<file path="src/rtl/rc4_ctrl_if.sv">
// rtl/rc4_ctrl_if.sv - session request, generator handshake and byte-stream signals of rc4_ctrl
interface rc4_ctrl_if #(
   parameter int LEN_W = 16
);
   logic             start;
   logic [7:0]       key_in;
   logic [LEN_W-1:0] len;
   logic             kg_ready;
   logic             byte_valid;
   logic             byte_ready;
   logic [1:0]       ns;
   logic [7:0]       key_init;
   logic             busy;
   logic             done;
   logic             err;

   modport master (
      output start, key_in, len, kg_ready, byte_valid,
      input  byte_ready, ns, key_init, busy, done, err
   );

   modport slave (
      input  start, key_in, len, kg_ready, byte_valid,
      output byte_ready, ns, key_init, busy, done, err
   );
endinterface

</file>
<file path="src/rtl/rc4_ctrl.sv">
// rtl/rc4_ctrl.sv - RC4 session controller (LOAD watchdog compiled in by RC4_CTRL_WDOG_EN)
module rc4_ctrl #(
   parameter int LEN_W      = 16,
   parameter int WDOG_LIMIT = 320
) (
   input logic       clk,
   input logic       rst,
   rc4_ctrl_if.slave bus
);

   typedef enum logic [2:0] {
      S_IDLE,
      S_LOAD,
      S_SETTLE,
      S_STREAM,
      S_ABORT,
      S_DONE
   } state_t;

   state_t           state;
   state_t           state_nxt;
   logic [LEN_W-1:0] remaining;
   logic [7:0]       key_q;
   logic             err_q;
   logic             accept;
   logic             xfer;
   logic             timeout;

   assign accept = (state == S_IDLE) && bus.start;
   assign xfer   = (state == S_STREAM) && bus.byte_valid;

`ifdef RC4_CTRL_WDOG_EN
   localparam int WDOG_W = $clog2(WDOG_LIMIT + 1);

   logic [WDOG_W-1:0] wdog;

   // wdog holds the number of LOAD cycles already spent, so the last allowed cycle sees LIMIT-1
   assign timeout = (state == S_LOAD) && !bus.kg_ready &&
                    (wdog == WDOG_W'(WDOG_LIMIT - 1));

   // LOAD cycle counter, restarted whenever a session is accepted
   always_ff @(posedge clk or negedge rst) begin
      if (!rst) begin
         wdog <= '0;
      end else if (accept) begin
         wdog <= '0;
      end else if (state == S_LOAD) begin
         wdog <= wdog + 1'b1;
      end
   end

   // sticky timeout flag, cleared only by the next accepted start
   always_ff @(posedge clk or negedge rst) begin
      if (!rst) begin
         err_q <= 1'b0;
      end else if (accept) begin
         err_q <= 1'b0;
      end else if (timeout) begin
         err_q <= 1'b1;
      end
   end
`else
   assign timeout = 1'b0;
   assign err_q   = 1'b0;
`endif

   // state register
   always_ff @(posedge clk or negedge rst) begin
      if (!rst) begin
         state <= S_IDLE;
      end else begin
         state <= state_nxt;
      end
   end

   // session key and byte budget; only a start or a transfer may touch them
   always_ff @(posedge clk or negedge rst) begin
      if (!rst) begin
         key_q     <= '0;
         remaining <= '0;
      end else if (accept) begin
         key_q     <= bus.key_in;
         remaining <= bus.len;
      end else if (xfer && (remaining != '0)) begin
         remaining <= remaining - 1'b1;
      end
   end

   // next-state decision
   always_comb begin
      state_nxt = state;
      case (state)
         S_IDLE: begin
            if (bus.start) state_nxt = S_LOAD;
         end
         S_LOAD: begin
            if (bus.kg_ready)  state_nxt = S_SETTLE;
            else if (timeout)  state_nxt = S_ABORT;
         end
         S_SETTLE: begin
            state_nxt = (remaining != '0) ? S_STREAM : S_DONE;
         end
         S_STREAM: begin
            if (bus.byte_valid && (remaining == LEN_W'(1))) state_nxt = S_DONE;
         end
         S_ABORT:  state_nxt = S_IDLE;
         S_DONE:   state_nxt = S_IDLE;
         default:  state_nxt = S_IDLE;
      endcase
   end

   // per-state outputs; ABORT keeps EN_DE_CODE for one cycle so the generator drops its state
   always_comb begin
      bus.ns         = 2'b00;
      bus.byte_ready = 1'b0;
      bus.done       = 1'b0;
      bus.busy       = (state != S_IDLE);
      case (state)
         S_LOAD, S_SETTLE: bus.ns = 2'b01;
         S_STREAM: begin
            bus.ns         = 2'b10;
            bus.byte_ready = 1'b1;
         end
         S_ABORT:  bus.ns = 2'b10;
         S_DONE:   bus.done = 1'b1;
         default:  bus.ns = 2'b00;
      endcase
   end

   assign bus.key_init = key_q;
   assign bus.err      = err_q;

endmodule

</file>
<file path="src/flat_wrapper.sv">
// flat-port wrapper written by rule: the top's interface ports become plain ports
module rc4_ctrl_flat 
#(
   parameter int LEN_W      = 16,
   parameter int WDOG_LIMIT = 320
)
  (clk, rst, bus_start, bus_key_in, bus_len, bus_kg_ready, bus_byte_valid, bus_byte_ready, bus_ns, bus_key_init, bus_busy, bus_done, bus_err);
  rc4_ctrl_if #(.LEN_W(LEN_W)) bus_i ();
  input logic clk;
  input logic rst;
  input wire logic [$bits(bus_i.start)-1:0] bus_start;
  input wire logic [$bits(bus_i.key_in)-1:0] bus_key_in;
  input wire logic [$bits(bus_i.len)-1:0] bus_len;
  input wire logic [$bits(bus_i.kg_ready)-1:0] bus_kg_ready;
  input wire logic [$bits(bus_i.byte_valid)-1:0] bus_byte_valid;
  output wire logic [$bits(bus_i.byte_ready)-1:0] bus_byte_ready;
  output wire logic [$bits(bus_i.ns)-1:0] bus_ns;
  output wire logic [$bits(bus_i.key_init)-1:0] bus_key_init;
  output wire logic [$bits(bus_i.busy)-1:0] bus_busy;
  output wire logic [$bits(bus_i.done)-1:0] bus_done;
  output wire logic [$bits(bus_i.err)-1:0] bus_err;
  assign bus_i.start = bus_start;
  assign bus_i.key_in = bus_key_in;
  assign bus_i.len = bus_len;
  assign bus_i.kg_ready = bus_kg_ready;
  assign bus_i.byte_valid = bus_byte_valid;
  assign bus_byte_ready = bus_i.byte_ready;
  assign bus_ns = bus_i.ns;
  assign bus_key_init = bus_i.key_init;
  assign bus_busy = bus_i.busy;
  assign bus_done = bus_i.done;
  assign bus_err = bus_i.err;
  rc4_ctrl #(.LEN_W(LEN_W), .WDOG_LIMIT(WDOG_LIMIT)) u_core (.clk(clk), .rst(rst), .bus(bus_i));
endmodule
</file>
<file path="config.mk">
export PLATFORM = sky130hd
export DESIGN_NAME = rc4_ctrl_flat
export DESIGN_NICKNAME = d
export VERILOG_FILES = /design/src/rtl/rc4_ctrl_if.sv /design/src/rtl/rc4_ctrl.sv /design/src/flat_wrapper.sv
export SDC_FILE = /design/constraint.sdc
export NUM_CORES = 1
export LEC_CHECK = 0
export CORE_UTILIZATION = 43
export DETAILED_ROUTE_END_ITERATION = 16
export PLACE_DENSITY = 0.75
export SETUP_SLACK_MARGIN = 0.15
export SYNTH_ARGS = -nofsm -noshare
export SYNTH_HDL_FRONTEND = slang
export SYNTH_SLANG_ARGS = --single-unit
</file>
<file path="constraint.sdc">
create_clock -name clk -period 2.1 [get_ports clk]
set_input_delay 0.63 -clock clk [delete_from_list [all_inputs] [get_ports clk]]
set_output_delay 0.63 -clock clk [all_outputs]
set_load 0.02 [all_outputs]
</file>
---- Yosys cells after proc, flatten, opt, wreduce, memory -nomap -nowiden ----
Index checks and enable logic that the tools add are counted.
Widths: inputs -> output; s select.
cells by class
  multiplexer cells ....................... 10
  $add $sub $neg .......................... 1
  reduce and logical (&&, ||, !) cells .... 11
  equality and inequality tests ........... 9
operators with widths
  operator               number
  $mux 16                2
  $eq 16x1->1 const B    1
  $reduce_bool 16->1     1
  $sub 16x1->16 const B  1
  $mux 3                 4
  $pmux 3 s4             1
  $eq 3x2->1 const B     2
  $eq 3x3->1 const B     2
  $ne 2x2->1 const B     3
  $logic_and 1x1->1      4
  $pmux 2 s2             1
  $reduce_or 2->1        2
  $eq 3x1->1 const B     1
  $logic_not 3->1        1
  $reduce_and 3->1       1
  $reduce_bool 3->1      1
  $mux 1                 2
  $reduce_bool 2->1      1
word-level totals
  output and inout port bits .............. 14
  register bits after elaboration ......... 27

---- Depth between registers and ports, before layout ----
Gate-level depths: netlist of the first run.
  depth in word-level cells ............... 5
  depth in mapped cells ................... 7

---- Worst setup path after synthesis of the first run ----
Ideal clock, no wire load.
  kind .................................... register -> register
  from .................................... register u_core.remaining[0]
  to ...................................... register u_core.remaining[2]
  buffers on the path ..................... 1
  arrival ................................. 1915 ps
  library setup time ...................... 82 ps
  stages on the path, launching flop included .. 8
  setup slack ............................. 103 ps
  required time ........................... 2018 ps
  period minus slack after synthesis ...... 1997 ps
  path through ............................ dfrtp_1 inv_1 ha_1 or4b_2 nor4_4 buf_6 o21ai_0 a31oi_1
between the ends
  word-level cells in the longest chain between the ends .. 3
ends and longest elaborated chain
  item                                                 RTL line                        text
  from (decl)                                          rc4_ctrl.sv:22                  logic [LEN_W-1:0] remaining;
  from (signal assigned)                               rc4_ctrl.sv:83                  remaining <= bus.len;
  from (signal assigned)                               rc4_ctrl.sv:85                  remaining <= remaining - 1'b1;
  $sub 16x1->16 or $reduce_bool 16->1 (tied branches)  rc4_ctrl.sv:85, rc4_ctrl.sv:84
  $mux 16 or $logic_and 1x1->1 (tied branches)         rc4_ctrl.sv:84                  end else if (xfer && (remaining != '0)) begin
  $mux 16 or $reduce_bool 2->1 (tied branches)         -
Parallel ways exist; a longest one is shown, timed or not. The select of a mux whose other input is x is not followed.
A chain may end at the register's enable or synchronous reset.

---- Worst setup path in the final report of the first run ----
  from .................................... register u_core.state[1]
  to ...................................... output bus_ns[0]
between the ends
  word-level cells in the longest chain between the ends .. 3
ends and longest elaborated chain
  item                                      RTL line            text
  from (decl)                               rc4_ctrl.sv:20      state_t state;
  from (signal assigned)                    rc4_ctrl.sv:72      state <= state_nxt;
  $eq 3x3->1, or another cell as far along  rc4_ctrl.sv:118     case (state)
  $reduce_or 2->1 (on tied branches)        -
  $pmux 2 s2 (*)                            rc4_ctrl.sv:118
  to (decl)                                 flat_wrapper.sv:17  output wire logic [$bits(bus_i.ns)-1:0] bus_ns;
Every way passes the cells marked *; elsewhere a longest branch is shown, timed or not.

==> results.cfg, run 1 <==
[drt]
detail_route.iter0.violations = 89
drt_wl_total_um = 4040
drc_errors = 0
vias_per_cell = 5.62
drt_pass1_iterations = 4
antenna_left = 0
vias = 1608
avgRoutedWirePerCell_um = 14.1

[power]
ir_drop_v = 0.000758
powerDensity_nw_per_um2 = 1130
internal-power_mw = 1.56
leakage_nw = 0.948
fin_total_pwr_mw = 2.59
combPwrFrac_pct = 49.4
power_frac_seq_pct = 38.7
swShare_pct = 40.0
p_clk_share_pct = 11.9
p_sw_mw = 1.04

[logic_synthesis]
yosys_most_used_dff = dfrtp_1
syn_area_um2 = 1620
synth_async_sr_flop_share_pct = 100
synth_edf_count = 0
synth-seq-cells = 27
syn_nets = 215
synth_cells = 183
synth_seq_area_share_pct = 41.7
synthDominantCellAreaShare_pct = 41.7
synth_cell_types = 42
yosysTopAreaCell = dfrtp_1
syn_area_per_cell_um2 = 8.85
synth_top_cells_by_area = dfrtp_1 42%, nand2_1 7.9%, nor2_1 4.2%
synth_warnings = 0

[clock_network]
clkTransAtPathRegs_ns = 0.09
cts_max_level = 1
numCtsBuffers = 3
cts_tree = done
cts_root_buffer = clkbuf_8
clock_latency_ns = 0.28
ctsLongestPathBuffers = 2
cts_sinks = 27

[final_layout]
n_antenna_cell = 0
area_delta_synth_final_pct = 41.3
final_nets = 273
final_cells = 286
drive_gt1_share_pct = 25.4
final_util_pct = 66.0

[sta]
finalClockSkew_ns = 0.00388
max_freq_mhz = 502
fin_crit_ns = 1.99
hold_viol_final = 0
slew_violations = 0
setup_viol = 0
finalHoldWorstSlack_ns = 0.488
rsz0062_at_grt = yes
fin_crit_sh_pct = 94.8

[grt]
grt_pass1_vias = 1553
antenna_found_initial = 0
grt_usage_pct = 20.4
overflow = 0
grt_max_degree = 28
grt_pass1_wl_um = 6680

[worst_setup_path]
reg2reg_slack_ns = 0.16
required_ns = 1.47
startpoint_type = flop
arrival_ns = 1.36
cp-end-kind = output pin
path_class = reg -> out
crit_fanout = 4

[job]
maxCapViolations = 0

[floorplanning]
num_rows = 21
die_area_um2 = 4010
coreArea_um2 = 3470
die_y_um = 63.4
io_pins = 43
dieWidth_um = 63.4
start_util_pct = 46.7

[run_status]
status = complete, no violations

[placement]
io_buffers = 41
dp_hpwl_um = 2840
dp.cells = 278
gp_congestion = 0.843

[min_path]
hp-class = reg -> reg
==> final cells by class <==
type,instances,area (µm²)
fill,302,1180
multi-input combinational,139,907
timing repair buffer,66,587
sequential,27,677
tap,46,57.6
inverter,4,15.0
clock buffer,4,45.0
==> sequential cells by signal, indices dropped and copies added (netlist names) <==
signal,flops
u_core.remaining,16
u_core.bus.key_init,8
u_core.state,3
==> per-stage QoR <==
| step | setup TNS (ns) | setup slack (ns) | instance area (µm²) |
|---|---|---|---|
| 4_1_cts | 0 | 0.105 | 2260 |
| 3_5_place_dp | -3.51 | -0.338 | 2180 |
| 3_3_place_gp | -2.85 | -0.301 | 2180 |
| 2_1_floorplan | 0 | 0.123 | 1620 |
| 6_report | 0 | 0.109 | 2290 |
| 5_1_grt | 0 | 0.0366 | 2290 |
==> cells in the final DEF (no fill, tap or decap), drive strengths merged, types with 4 or more instances in the layout <==
cell type,n
inv,4
or3,6
clkbuf,4
or4,11
o31ai,5
buf,30
o21ai,5
o311ai,6
nor2,18
dfrtp,27
nand3,10
a31oi,10
nand2,34
clkdlybuf4s50,35
==> repair_timing <==
item                       in CTS  in global routing
pin swaps                       4                  1
gates cloned                    0                  0
gates resized for setup        25                 12
setup buffers                   3                  1
setup endpoints to repair      19                 15
hold buffers                    0                  0
==> critical path: stages (launching register included) <==
cell and delay [ns]:
dfrtp_1 0.43, buf_4 0.15, buf_4 0.14, xnor2_1 0.12, nor2_1 0.09, buf_2 0.16
==> per-layer routing <==
metal	routed length (µm)	vias to the layer above	track usage [%]	share of wire [%]
li1	-	780	-	-
met1	1840	775	25.8	46
met2	1980	46	35.1	49
met3	172	7	3.80	4.3
met4	46	0	5.97	1.1
met5	0	-	0	0
==> path summary, 6_finish.rpt <==
kind	start	endpoint	cells past startpoint
min	u_core.bus.key_init[1]$_DFFE_PN0P_	u_core.bus.key_init[1]$_DFFE_PN0P_	2
min in group asynchronous	rst	u_core.remaining[8]$_DFFE_PN0P_	2
max in group asynchronous	rst	u_core.state[0]$_DFFE_PN0P_	2
min reg2reg	u_core.bus.key_init[1]$_DFFE_PN0P_	u_core.bus.key_init[1]$_DFFE_PN0P_	2
max reg2reg	u_core.state[1]$_DFFE_PN0P_	u_core.remaining[12]$_DFFE_PN0P_	6
max	u_core.state[1]$_DFFE_PN0P_	bus_ns[0]	5
==> synthesized netlist by cell type, types with 2 or more instances <==
cell type and instances:
nand2_1 34, dfrtp_1 27, nor2_1 18, a31oi_1 10, nand3_1 10, or4_2 7, clkbuf_1 6, o311ai_0 6
o21ai_0 5, o31ai_1 5, inv_1 4, or3_2 4, or4_1 4, buf_2 3, ha_1 3, nand2b_1 3
nor3_1 3, and2_1 2, clkbuf_8 2, nor2b_1 2, o41ai_1 2, or3_1 2, or4b_2 2
==> power by group through the flow <==
stage	Combinational, mW	Sequential [mW]	Clock [mW]
floorplan	0.617	1.03	0
global placement	1.16	0.968	0
detailed placement	1.20	0.985	0
CTS	1.24	0.977	0.314
global route	1.39	1.04	0.329
finish	1.28	1.00	0.307
==> kinds of logic after synthesis <==
group,synth area share [%]
simple gates,33.8
compound gates,15.2
flops,41.7
buf+inv,6.10
fa+ha+maj,2.32
xor+xnor,0.541
other cells,0.232
Note: power is estimated with default switching activity, not from simulation.
==> inputs of run 2 (changes only) <==
CELL_PAD_IN_SITES_DETAIL_PLACEMENT = 0   (was not set)
CELL_PAD_IN_SITES_GLOBAL_PLACEMENT = 1   (was not set)
CORE_UTILIZATION = 32   (was 43)
PLACE_DENSITY = not set   (was 0.75)
PLACE_DENSITY_LB_ADDON = 0.1   (was not set)
==> results.cfg, run 2 (synthesis gave the netlist of run 1 again) <==
[worst_setup_path]
path_class = reg -> reg
required_ns = 2.30
cp-end-kind = flop
path_common_cell = buf_6
critPathBufInv = 2
path_cells = buf_6 > buf_6 > and4b_2 > nand2_4 > or4_2 > a31oi_1
crit_fanout = 5
startpoint_type = flop
arrival_ns = 2.19
critPathSlowestCell = or4_2
critPathTopFamily = simple AND/OR/NAND/NOR gates
worst_path_largest_cell_delay_ns = 0.64

[final_layout]
n_antenna_cell = 0
area_delta_synth_final_pct = 54.0
final_cells = 319
final_nets = 285
largest_reg_flops = 16
layout_commonest_cell = clkdlybuf4s50_1
drive_gt1_share_pct = 34.1
largest_register = u_core.remaining
final_cell_mix = 35 x clkdlybuf4s50_1, 33 x buf_4, 32 x nand2_1
fillCellCount = 461

[power]
ir_drop_v = 0.000532
powerDensity_nw_per_um2 = 1140
leakage_nw = 1.06

[floorplanning]
die_area_um2 = 5350
dieWidth_um = 73.1
start_util_pct = 33.8
io_pins = 43
num_rows = 25
coreArea_um2 = 4790
die_y_um = 73.1

[drt]
drc_errors = 0
antenna_left = 0
detail_route.iter0.violations = 91
vias_per_cell = 5.04
vias = 1608
avgRoutedWirePerCell_um = 14.6
drt_wl_total_um = 4650
drt_pass1_iterations = 4

[sta]
rsz0062_at_grt = yes
fin_crit_ns = 1.99
fin_crit_sh_pct = 94.8
max_freq_mhz = 502
finalClockSkew_ns = 0.00449
finalHoldWorstSlack_ns = 0.486
slew_violations = 0
setup_viol = 0
hold_viol_final = 0

[clock_network]
cts_max_level = 1
cts_sinks = 27
clkTransAtPathRegs_ns = 0.10
cts_tree = done
ctsLongestPathBuffers = 2
clock_latency_ns = 0.27
holdBufCountCts = 0
numCtsBuffers = 3
cts_root_buffer = clkbuf_8

[placement]
io_buffers = 41
dp_hpwl_um = 3080
dp.cells = 303
gp_congestion = 0.794

[grt]
grt_usage_pct = 18.0
grt_pass1_vias = 1596
overflow = 0
grt_pass1_wl_um = 7510
grt_max_degree = 28
antenna_found_initial = 0

[min_path]
hp-class = reg -> reg

[run_status]
status = complete, no violations

[job]
maxCapViolations = 0
[run 2: path summary, 6_finish.rpt]
kind	startpoint	end	slack [ns]	cells after the start
setup / recovery	u_core.state[1]$_DFFE_PN0P_	u_core.remaining[4]$_DFFE_PN0P_	0.11	6
hold / removal	u_core.bus.key_init[3]$_DFFE_PN0P_	u_core.bus.key_init[3]$_DFFE_PN0P_	0.49	2
setup reg to reg	u_core.state[1]$_DFFE_PN0P_	u_core.remaining[4]$_DFFE_PN0P_	0.11	6
hold reg to reg	u_core.bus.key_init[3]$_DFFE_PN0P_	u_core.bus.key_init[3]$_DFFE_PN0P_	0.49	2
max in group asynchronous	rst	u_core.remaining[2]$_DFFE_PN0P_	1.10	2
min in group asynchronous	rst	u_core.remaining[11]$_DFFE_PN0P_	0.72	2
[run 2: worst reg2reg max path, cell delays in order, from the launching register on]
cell	delay, ns
dfrtp_1	0.44
buf_6	0.15
buf_6	0.09
and4b_2	0.32
nand2_4	0.09
or4_2	0.64
a31oi_1	0.18
[run 2: stage by stage]
| stage | utilization (%) | power, mW | area, µm² | worst slack [ns] | TNS (ns) |
|---|---|---|---|---|---|
| after global routing | 52.1 | 3.04 | 2490 | 0.0118 | 0 |
| after global placement | 46.4 | 2.16 | 2220 | -0.325 | -3.22 |
| final | 52.1 | 2.83 | 2490 | 0.108 | 0 |
| after floorplan | - | 1.65 | 1620 | 0.123 | 0 |
| after CTS | 48.9 | 2.61 | 2340 | 0.142 | 0 |
| after detailed placement | 46.4 | 2.19 | 2220 | -0.347 | -3.61 |
[run 2: where the power goes]
group	internal, mW	total, mW	switching [mW]
logic	0.801	1.51	0.705
clock network	0.133	0.309	0.175
registers	0.762	1.02	0.257
total	1.70	2.83	1.14
[run 2: final cells by class]
| type | count | area [µm²] | area share, % |
|---|---|---|---|
| clock buffers | 3 | 41.3 | 1.66 |
| clock inverters | 1 | 5.00 | 0.201 |
| inverters | 4 | 15.0 | 0.602 |
| multi-input cells | 139 | 986 | 39.5 |
| flip-flops and latches | 27 | 679 | 27.2 |
| well taps | 67 | 83.8 | 3.36 |
| repair buffers | 78 | 683 | 27.4 |
[run 2: per-layer routing]
layer | vias to the layer above | share of wire, % | GRT usage (%)
li1 | 806 | - | -
met1 | 767 | 46 | 23.2
met2 | 29 | 49 | 31.1
met3 | 6 | 3.3 | 2.62
met4 | 0 | 1.5 | 5.23
met5 | - | 0 | 0
[run 2: repair_timing]
action                     in CTS  in global routing
setup buffers                   3                  8
resized for setup              33                 35
cloned                          1                  0
pin swaps                       5                 16
setup endpoints to repair      21                 20
